**src/rtl/ucsbece154a_controller.sv**
```systemverilog
// Multicycle RV32I-subset control unit: Moore FSM sequencing fetch/decode/execute/writeback,
// plus combinational ALU and immediate decoders driven straight from the instruction fields.
module ucsbece154a_controller (
  input  logic       clk,
  input  logic       rst_n,
  input  logic [6:0] op_i,
  input  logic [2:0] funct3_i,
  input  logic       funct7b5_i,
  input  logic       zero_i,
  output logic       pcwrite_o,
  output logic       adrsrc_o,
  output logic       memwrite_o,
  output logic       irwrite_o,
  output logic [1:0] resultsrc_o,
  output logic [2:0] alucontrol_o,
  output logic [1:0] alusrca_o,
  output logic [1:0] alusrcb_o,
  output logic [1:0] immsrc_o,
  output logic       regwrite_o
);

  localparam logic [6:0] OpLw   = 7'b0000011;
  localparam logic [6:0] OpSw   = 7'b0100011;
  localparam logic [6:0] OpR    = 7'b0110011;
  localparam logic [6:0] OpI    = 7'b0010011;
  localparam logic [6:0] OpBeq  = 7'b1100011;
  localparam logic [6:0] OpJal  = 7'b1101111;

  typedef enum logic [3:0] {
    StFetch, StDecode, StMemAdr, StMemRead, StMemWb, StMemWrite,
    StExecR, StExecI, StAluWb, StJal, StBeq
  } state_e;

  typedef enum logic [1:0] {AluOpAdd, AluOpSub, AluOpFunct} aluop_e;

  state_e state_q, state_d;
  aluop_e aluop;
  logic   pcupdate, branch, irwrite, memwrite, regwrite;

  always_ff @(posedge clk or negedge rst_n) begin
    if (!rst_n) state_q <= StFetch;
    else        state_q <= state_d;
  end

  always_comb begin
    state_d = StFetch;
    case (state_q)
      StFetch:  state_d = StDecode;
      StDecode: begin
        case (op_i)
          OpLw, OpSw: state_d = StMemAdr;
          OpR:        state_d = StExecR;
          OpI:        state_d = StExecI;
          OpJal:      state_d = StJal;
          OpBeq:      state_d = StBeq;
          default:    state_d = StFetch;  // unsupported opcode retires as a no-op
        endcase
      end
      // IR is frozen outside FETCH, so the live opcode still names this instruction.
      StMemAdr:  state_d = (op_i == OpSw) ? StMemWrite : StMemRead;
      StMemRead: state_d = StMemWb;
      StExecR, StExecI, StJal: state_d = StAluWb;
      default:   state_d = StFetch;
    endcase
  end

  always_comb begin
    pcupdate    = 1'b0;
    branch      = 1'b0;
    irwrite     = 1'b0;
    memwrite    = 1'b0;
    regwrite    = 1'b0;
    adrsrc_o    = 1'b0;
    resultsrc_o = 2'b00;
    alusrca_o   = 2'b00;
    alusrcb_o   = 2'b00;
    aluop       = AluOpAdd;
    case (state_q)
      StFetch: begin
        irwrite     = 1'b1;
        alusrcb_o   = 2'b10;
        resultsrc_o = 2'b10;
        pcupdate    = 1'b1;
      end
      StDecode: begin
        alusrca_o = 2'b01;
        alusrcb_o = 2'b01;
      end
      StMemAdr: begin
        alusrca_o = 2'b10;
        alusrcb_o = 2'b01;
      end
      StMemRead: adrsrc_o = 1'b1;
      StMemWb: begin
        resultsrc_o = 2'b01;
        regwrite    = 1'b1;
      end
      StMemWrite: begin
        adrsrc_o = 1'b1;
        memwrite = 1'b1;
      end
      StExecR: begin
        alusrca_o = 2'b10;
        aluop     = AluOpFunct;
      end
      StExecI: begin
        alusrca_o = 2'b10;
        alusrcb_o = 2'b01;
        aluop     = AluOpFunct;
      end
      StAluWb: regwrite = 1'b1;
      StJal: begin
        alusrca_o = 2'b01;
        alusrcb_o = 2'b10;
        pcupdate  = 1'b1;
      end
      StBeq: begin
        alusrca_o = 2'b10;
        aluop     = AluOpSub;
        branch    = 1'b1;
      end
      default: ;
    endcase
    // Enables are gated by reset so nothing commits while the FSM is held in FETCH.
    pcwrite_o  = rst_n & (pcupdate | (branch & zero_i));
    irwrite_o  = rst_n & irwrite;
    memwrite_o = rst_n & memwrite;
    regwrite_o = rst_n & regwrite;
  end

  always_comb begin
    alucontrol_o = 3'b000;
    case (aluop)
      AluOpSub: alucontrol_o = 3'b001;
      AluOpFunct: begin
        case (funct3_i)
          3'b000:  alucontrol_o = (op_i[5] & funct7b5_i) ? 3'b001 : 3'b000;
          3'b010:  alucontrol_o = 3'b101;
          3'b110:  alucontrol_o = 3'b011;
          3'b111:  alucontrol_o = 3'b010;
          default: alucontrol_o = 3'b000;
        endcase
      end
      default: alucontrol_o = 3'b000;
    endcase
  end

  always_comb begin
    case (op_i)
      OpSw:    immsrc_o = 2'b01;
      OpBeq:   immsrc_o = 2'b10;
      OpJal:   immsrc_o = 2'b11;
      default: immsrc_o = 2'b00;
    endcase
  end

endmodule

```
**config.mk**
```make
export PLATFORM = sky130hd
export DESIGN_NAME = ucsbece154a_controller
export DESIGN_NICKNAME = d
export VERILOG_FILES = /design/src/rtl/ucsbece154a_controller.sv
export SDC_FILE = /design/constraint.sdc
export NUM_CORES = 1
export LEC_CHECK = 0
export CAP_MARGIN = 20
export CORE_UTILIZATION = 34
export DETAILED_ROUTE_END_ITERATION = 16
export PLACE_DENSITY = 0.75
export SLEW_MARGIN = 25
export SYNTH_ARGS = -nofsm -noshare
export SYNTH_HDL_FRONTEND = slang
export SYNTH_SLANG_ARGS = --single-unit
```
**constraint.sdc**
```tcl
create_clock -name clk -period 1.7 [get_ports clk]
set_input_delay 0.34 -clock clk [delete_from_list [all_inputs] [get_ports clk]]
set_output_delay 0.34 -clock clk [all_outputs]
set_load 0.01 [all_outputs]
```
After elaboration in Yosys (flattened, before gate mapping)
Cells that the tools add are included.
{"block": "classes", "reduce_logical": 11, "muxes": 17, "n_eq_ne": 21, "bitwise_logic": 7}
{"op": "4-bit case mux with 5 select lines", "n": 2}
{"op": "4-bit by 3-bit == test with 1-bit output (second input constant)", "n": 4}
{"op": "2-bit case mux with 2 select lines", "n": 4}
{"op": "7-bit by 6-bit == test with 1-bit output (second input constant)", "n": 2}
{"op": "7-bit == test (second input constant)", "n": 2}
{"op": "4-bit == test (second input constant)", "n": 3}
{"op": "3-bit case mux with 4 select lines", "n": 1}
{"op": "2-bit OR reduction", "n": 6}
{"op": "4-bit by 2-bit == test with 1-bit output (second input constant)", "n": 2}
{"op": "7-bit by 2-bit == test with 1-bit output (second input constant)", "n": 1}
{"op": "7-bit by 5-bit == test with 1-bit output (second input constant)", "n": 1}
{"op": "1-bit 2-to-1 mux", "n": 7}
{"op": "1-bit bitwise AND", "n": 6}
{"op": "3-bit == test (second input constant)", "n": 2}
{"op": "2-bit case mux with 3 select lines", "n": 1}
{"op": "3-bit case mux with 2 select lines", "n": 1}
{"op": "3-bit OR reduction", "n": 2}
{"op": "4-bit by 1-bit == test with 1-bit output (second input constant)", "n": 1}
{"op": "4-bit logical NOT", "n": 1}
{"op": "4-bit OR reduction", "n": 1}
{"op": "3-bit by 2-bit == test with 1-bit output (second input constant)", "n": 1}
{"op": "3-bit logical NOT", "n": 1}
{"op": "3-bit 2-to-1 mux", "n": 1}
{"op": "2-bit by 1-bit == test with 1-bit output (second input constant)", "n": 1}
{"op": "other kinds (2)", "n": 2}
{"block": "word_totals", "out_inout_bits": 16, "elab_cells": 57, "input_bits": 14, "ff_bits": 4}

Logic depth before layout (Yosys ltp)
{"block": "logic_depth", "depth_word": 5, "mapped_depth": 7, "depth_no_buf": 7}

Worst setup path after synthesis
OpenSTA, ideal clock, no wires.
{"block": "synth_timing", "kind": "register to output", "start": "reg state_q[1]", "end": "out alucontrol_o[2]", "stages_incl_launch_ff": 5, "required_ps": 1360, "path_buffers": 0, "arrival_time_ps": 1696, "setup_slack_ps": -336, "path_cell_list": "dfrtp_1 > inv_1 > or4b_4 > ha_1 > nor4_1"}
{"block": "synth_via", "elab_chain_len": 5, "elab_cells_between_ends": 8, "classes_between": "eq/ne (5); mux (2); reduce/logical (1)"}
{"element": "start: declaration", "line_no": "36", "text": "state_e state_q, state_d;"}
{"element": "start signal: assignment", "line_no": "41", "text": "if (!rst_n) state_q <= StFetch;"}
{"element": "start signal: assignment", "line_no": "42", "text": "else state_q <= state_d;"}
{"element": "4-bit by 3-bit == test with 1-bit output", "line_no": "78", "text": "case (state_q)"}
{"element": "2-bit OR reduction (no line)"}
{"element": "2-bit case mux with 2 select lines *", "line_no": "78"}
{"element": "2-bit == test or 2-bit by 1-bit == test with 1-bit output (tied branches)", "line_no": "133", "text": "case (aluop)"}
{"element": "3-bit case mux with 2 select lines *", "line_no": "133"}
{"element": "end: declaration", "line_no": "15", "text": "output logic [2:0] alucontrol_o,"}
Mark *: on every way between the ends. The rest lies on a longest branch, timed or not.

Worst setup path in the final report
{"block": "layout_timing", "start": "reg state_q[2]", "end": "out alucontrol_o[2]"}
The elaborated chain is that of the path after synthesis.

==> results.md <==
- # setup viols final: 7
- Synthesis-to-finish area growth: 128%
- Via density per instance: 5.45
- Post-route cell area: 0.00124 mm²
- Tot GR Track Use: 23.4%
- Final WL: 2320 µm
- Die H: 42.0 µm
- Total power: 0.979 mW
- Area contributors post-synth: dfrtp_1 18%, nand2_1 6.2%, nor3b_1 5.5%
- Critical path arrival: 1.83 ns
- IO Pins: 30
- Count leader, synth: nand2_1
- Dpl hpwl: 1270 µm
- CP max-delay cell: or4b_4
- Final net count: 152
- First-pass GRT wire length: 3100 µm
- R2R setup slack: 0.42 ns
- Gpl congestion: 0.760
- # DRC: 0
- Fmax: 460 MHz
- Pin count of the biggest net entering global routing: 15
- Placed inst area: 0.00102 mm²
- Mapped Cells: 74
- Syn avg cell area: 7.34 µm²
- Clock Skew: 0.00146 ns
- Run status: finished with violations
- Util after Layout: 82.2%
- Leak: 0.605 nW
- Die X: 42.0 µm
- Worst setup SP type: flop
- Unrepaired setup endpoints after global routing: yes
- Row Count: 14
- Slew headroom: 83.2%
- Register bit count reported by yosys: 4
- Clock buffer depth: 2
- Pwr dens: 790 mW/mm²
- Share of cells above drive strength 1: 53.7%
- Max-slew violations: 0
- Clock root cell: clkbuf_4
- Setup TNS: -1.48 ns
- Reg with most FFs: state_q
- Worst setup margin: -0.472 ns
- Drt wl/cell: 15.5 µm
- CTS Hold Buffers Added: 0
- CTS tree: built
- Iter 0 DRT Violations: 22
- Worst-path maximum fanout: 3
- Synth Warn #: 0
- Max-cap viol count: 0
- CTS Sinks: 4
- Total CTS buffers: 3
- Reg-to-Reg Start: state_q[2]
- Final Hold Viols: 0
- Final min period: 2.17 ns
- Post-Syn Area: 543 µm²
- Peak VDD IR: 0.000437 V
- Clock slew seen by the registers of the worst setup and hold paths: 0.04 ns
- Yosys top cell area share: 18.4%
- Vias in the first global route: 729
- Net Count, Synth: 90
- Post-synthesis sequential area ratio: 18.4%
- Port-buffer cells: 29
- Regs by FF count: state_q: 4 flops
- Worst reg2reg path depth: 5
- CP required: 1.36 ns
- Ys async rst share: 100%
- Class of the worst hold path: input port to async pin
- Starting Density: 36.0%
- Top FF cell, synth: dfrtp_1
- DRT antenna net count: 0
- Die area: 0.00176 mm²
- Critical path class: flop to output port
- Vias: 817
- EDFF count, synth: 0
- Max stage delay on crit path: 0.56 ns
- H-tree depth: 1
- Crit-path cells: or4b_4 > ha_4 > nor4_4 > buf_2
- Synth unique cells: 32
- Grt ovf: 0
- Synth cell count leaders: 9 x nand2_1, 7 x nor2_1, 5 x inv_1
- Element type at the critical path end: output port
- Core area: 0.00151 mm²
- Diodes inserted: 0
- Final worst-path cycle share: 128%
- Clk Latency, worst-skew pair: 0.24 ns
- Largest register FFs: 4
- Failing checks: setup timing
- Drt first pass iters: 4
- Hold WS: 0.500 ns
- Initial antenna violation count: 0
- Slew @ Worst Pin: 0.250 ns
- Post-synth top area cell: dfrtp_1
- Worst reg2reg endpoint: state_q[2]
[where the power goes]
group / switching [mW] / internal, mW / leakage [nW]
registers: 0.0130 / 0.113 / 0.0534
clock network: 0.0428 / 0.0793 / 0.0138
logic: 0.334 / 0.396 / 0.538
total: 0.390 / 0.588 / 0.605
[per-stage QoR]
stage                     std cells  worst slack, ns
final                           150           -0.472
after detailed placement        135           -0.616
after CTS                       143           -0.434
after floorplan                  74           -0.128
after global placement          135           -0.586
after global routing            150           -0.508
[worst max-delay path, delay by kind of cell (launching register included)]
family,cells,cell delay [ns]
and+or+nand+nor,2,0.76
DFF,1,0.38
adders and majority gates,1,0.28
buffers and inverters,1,0.17
[worst max path at each step]
stage | startpoint | to | slack [ns] | depth (start not counted)
2_1_floorplan | state_q[1] | alucontrol_o[2] | -0.13 | 4
3_3_place_gp | state_q[0] | alucontrol_o[2] | -0.59 | 4
3_5_place_dp | state_q[2] | alucontrol_o[0] | -0.62 | 9
4_1_cts | state_q[1] | alucontrol_o[2] | -0.43 | 5
5_1_grt | state_q[2] | alucontrol_o[2] | -0.51 | 4
6_report | state_q[2] | alucontrol_o[2] | -0.47 | 4
[logic make-up (layout without fill, tap and decap cells)]
| kind of cell | after synthesis | in the layout | synth area share [%] |
|---|---|---|---|
| AO/OA/AOI/OAI | 14 | 14 | 18.4 |
| XOR/XNOR | 4 | 4 | 6.45 |
| adder cells (fa/ha/maj) | 2 | 2 | 4.61 |
| buffers and inverters | 9 | 69 | 7.14 |
| flip-flops | 4 | 4 | 18.4 |
| AND/OR/NAND/NOR | 41 | 41 | 44.9 |
[placed cells by master (no fill, tap or decap), types with 2 or more instances in the layout]
| cell | instances |
|---|---|
| clkdlybuf4s15_2 | 2 |
| a311oi_1 | 2 |
| nand2_1 | 9 |
| a21oi_1 | 2 |
| and3_1 | 3 |
| inv_1 | 4 |
| nor3b_4 | 2 |
| nor2b_4 | 3 |
| buf_12 | 2 |
| clkbuf_4 | 3 |
| nand4_1 | 2 |
| nor3b_2 | 2 |
| buf_2 | 13 |
| dlygate4sd2_1 | 4 |
| dlymetal6s2s_1 | 2 |
| buf_4 | 22 |
| nor2_1 | 5 |
| dfrtp_1 | 4 |
| clkdlybuf4s50_1 | 7 |
| buf_6 | 6 |
[what timing repair did]
item / in CTS / in global routing
pin swaps: 9 / 10
gates cloned: 0 / 1
endpoints found under the setup margin: 16 / 13
setup buffers: 6 / 6
gates resized for setup: 76 / 24
[routing by layer]
metal,GRT usage (%),vias to the layer above,part of all wire (%)
li1,-,390,-
met1,27.0,391,37
met2,41.3,32,58
met3,2.61,4,2.7
met4,13.5,0,1.8
met5,0,-,0
[layout make-up]
| type | count | area, µm² |
|---|---|---|
| clock buffers | 3 | 22.5 |
| repair buffers | 61 | 536 |
| inverters | 5 | 18.8 |
| flip-flops and latches | 4 | 100 |
| multi-input cells | 61 | 542 |
| fillers | 94 | 268 |
| well taps | 16 | 20.0 |
Note: power is estimated with default switching activity, not from simulation.
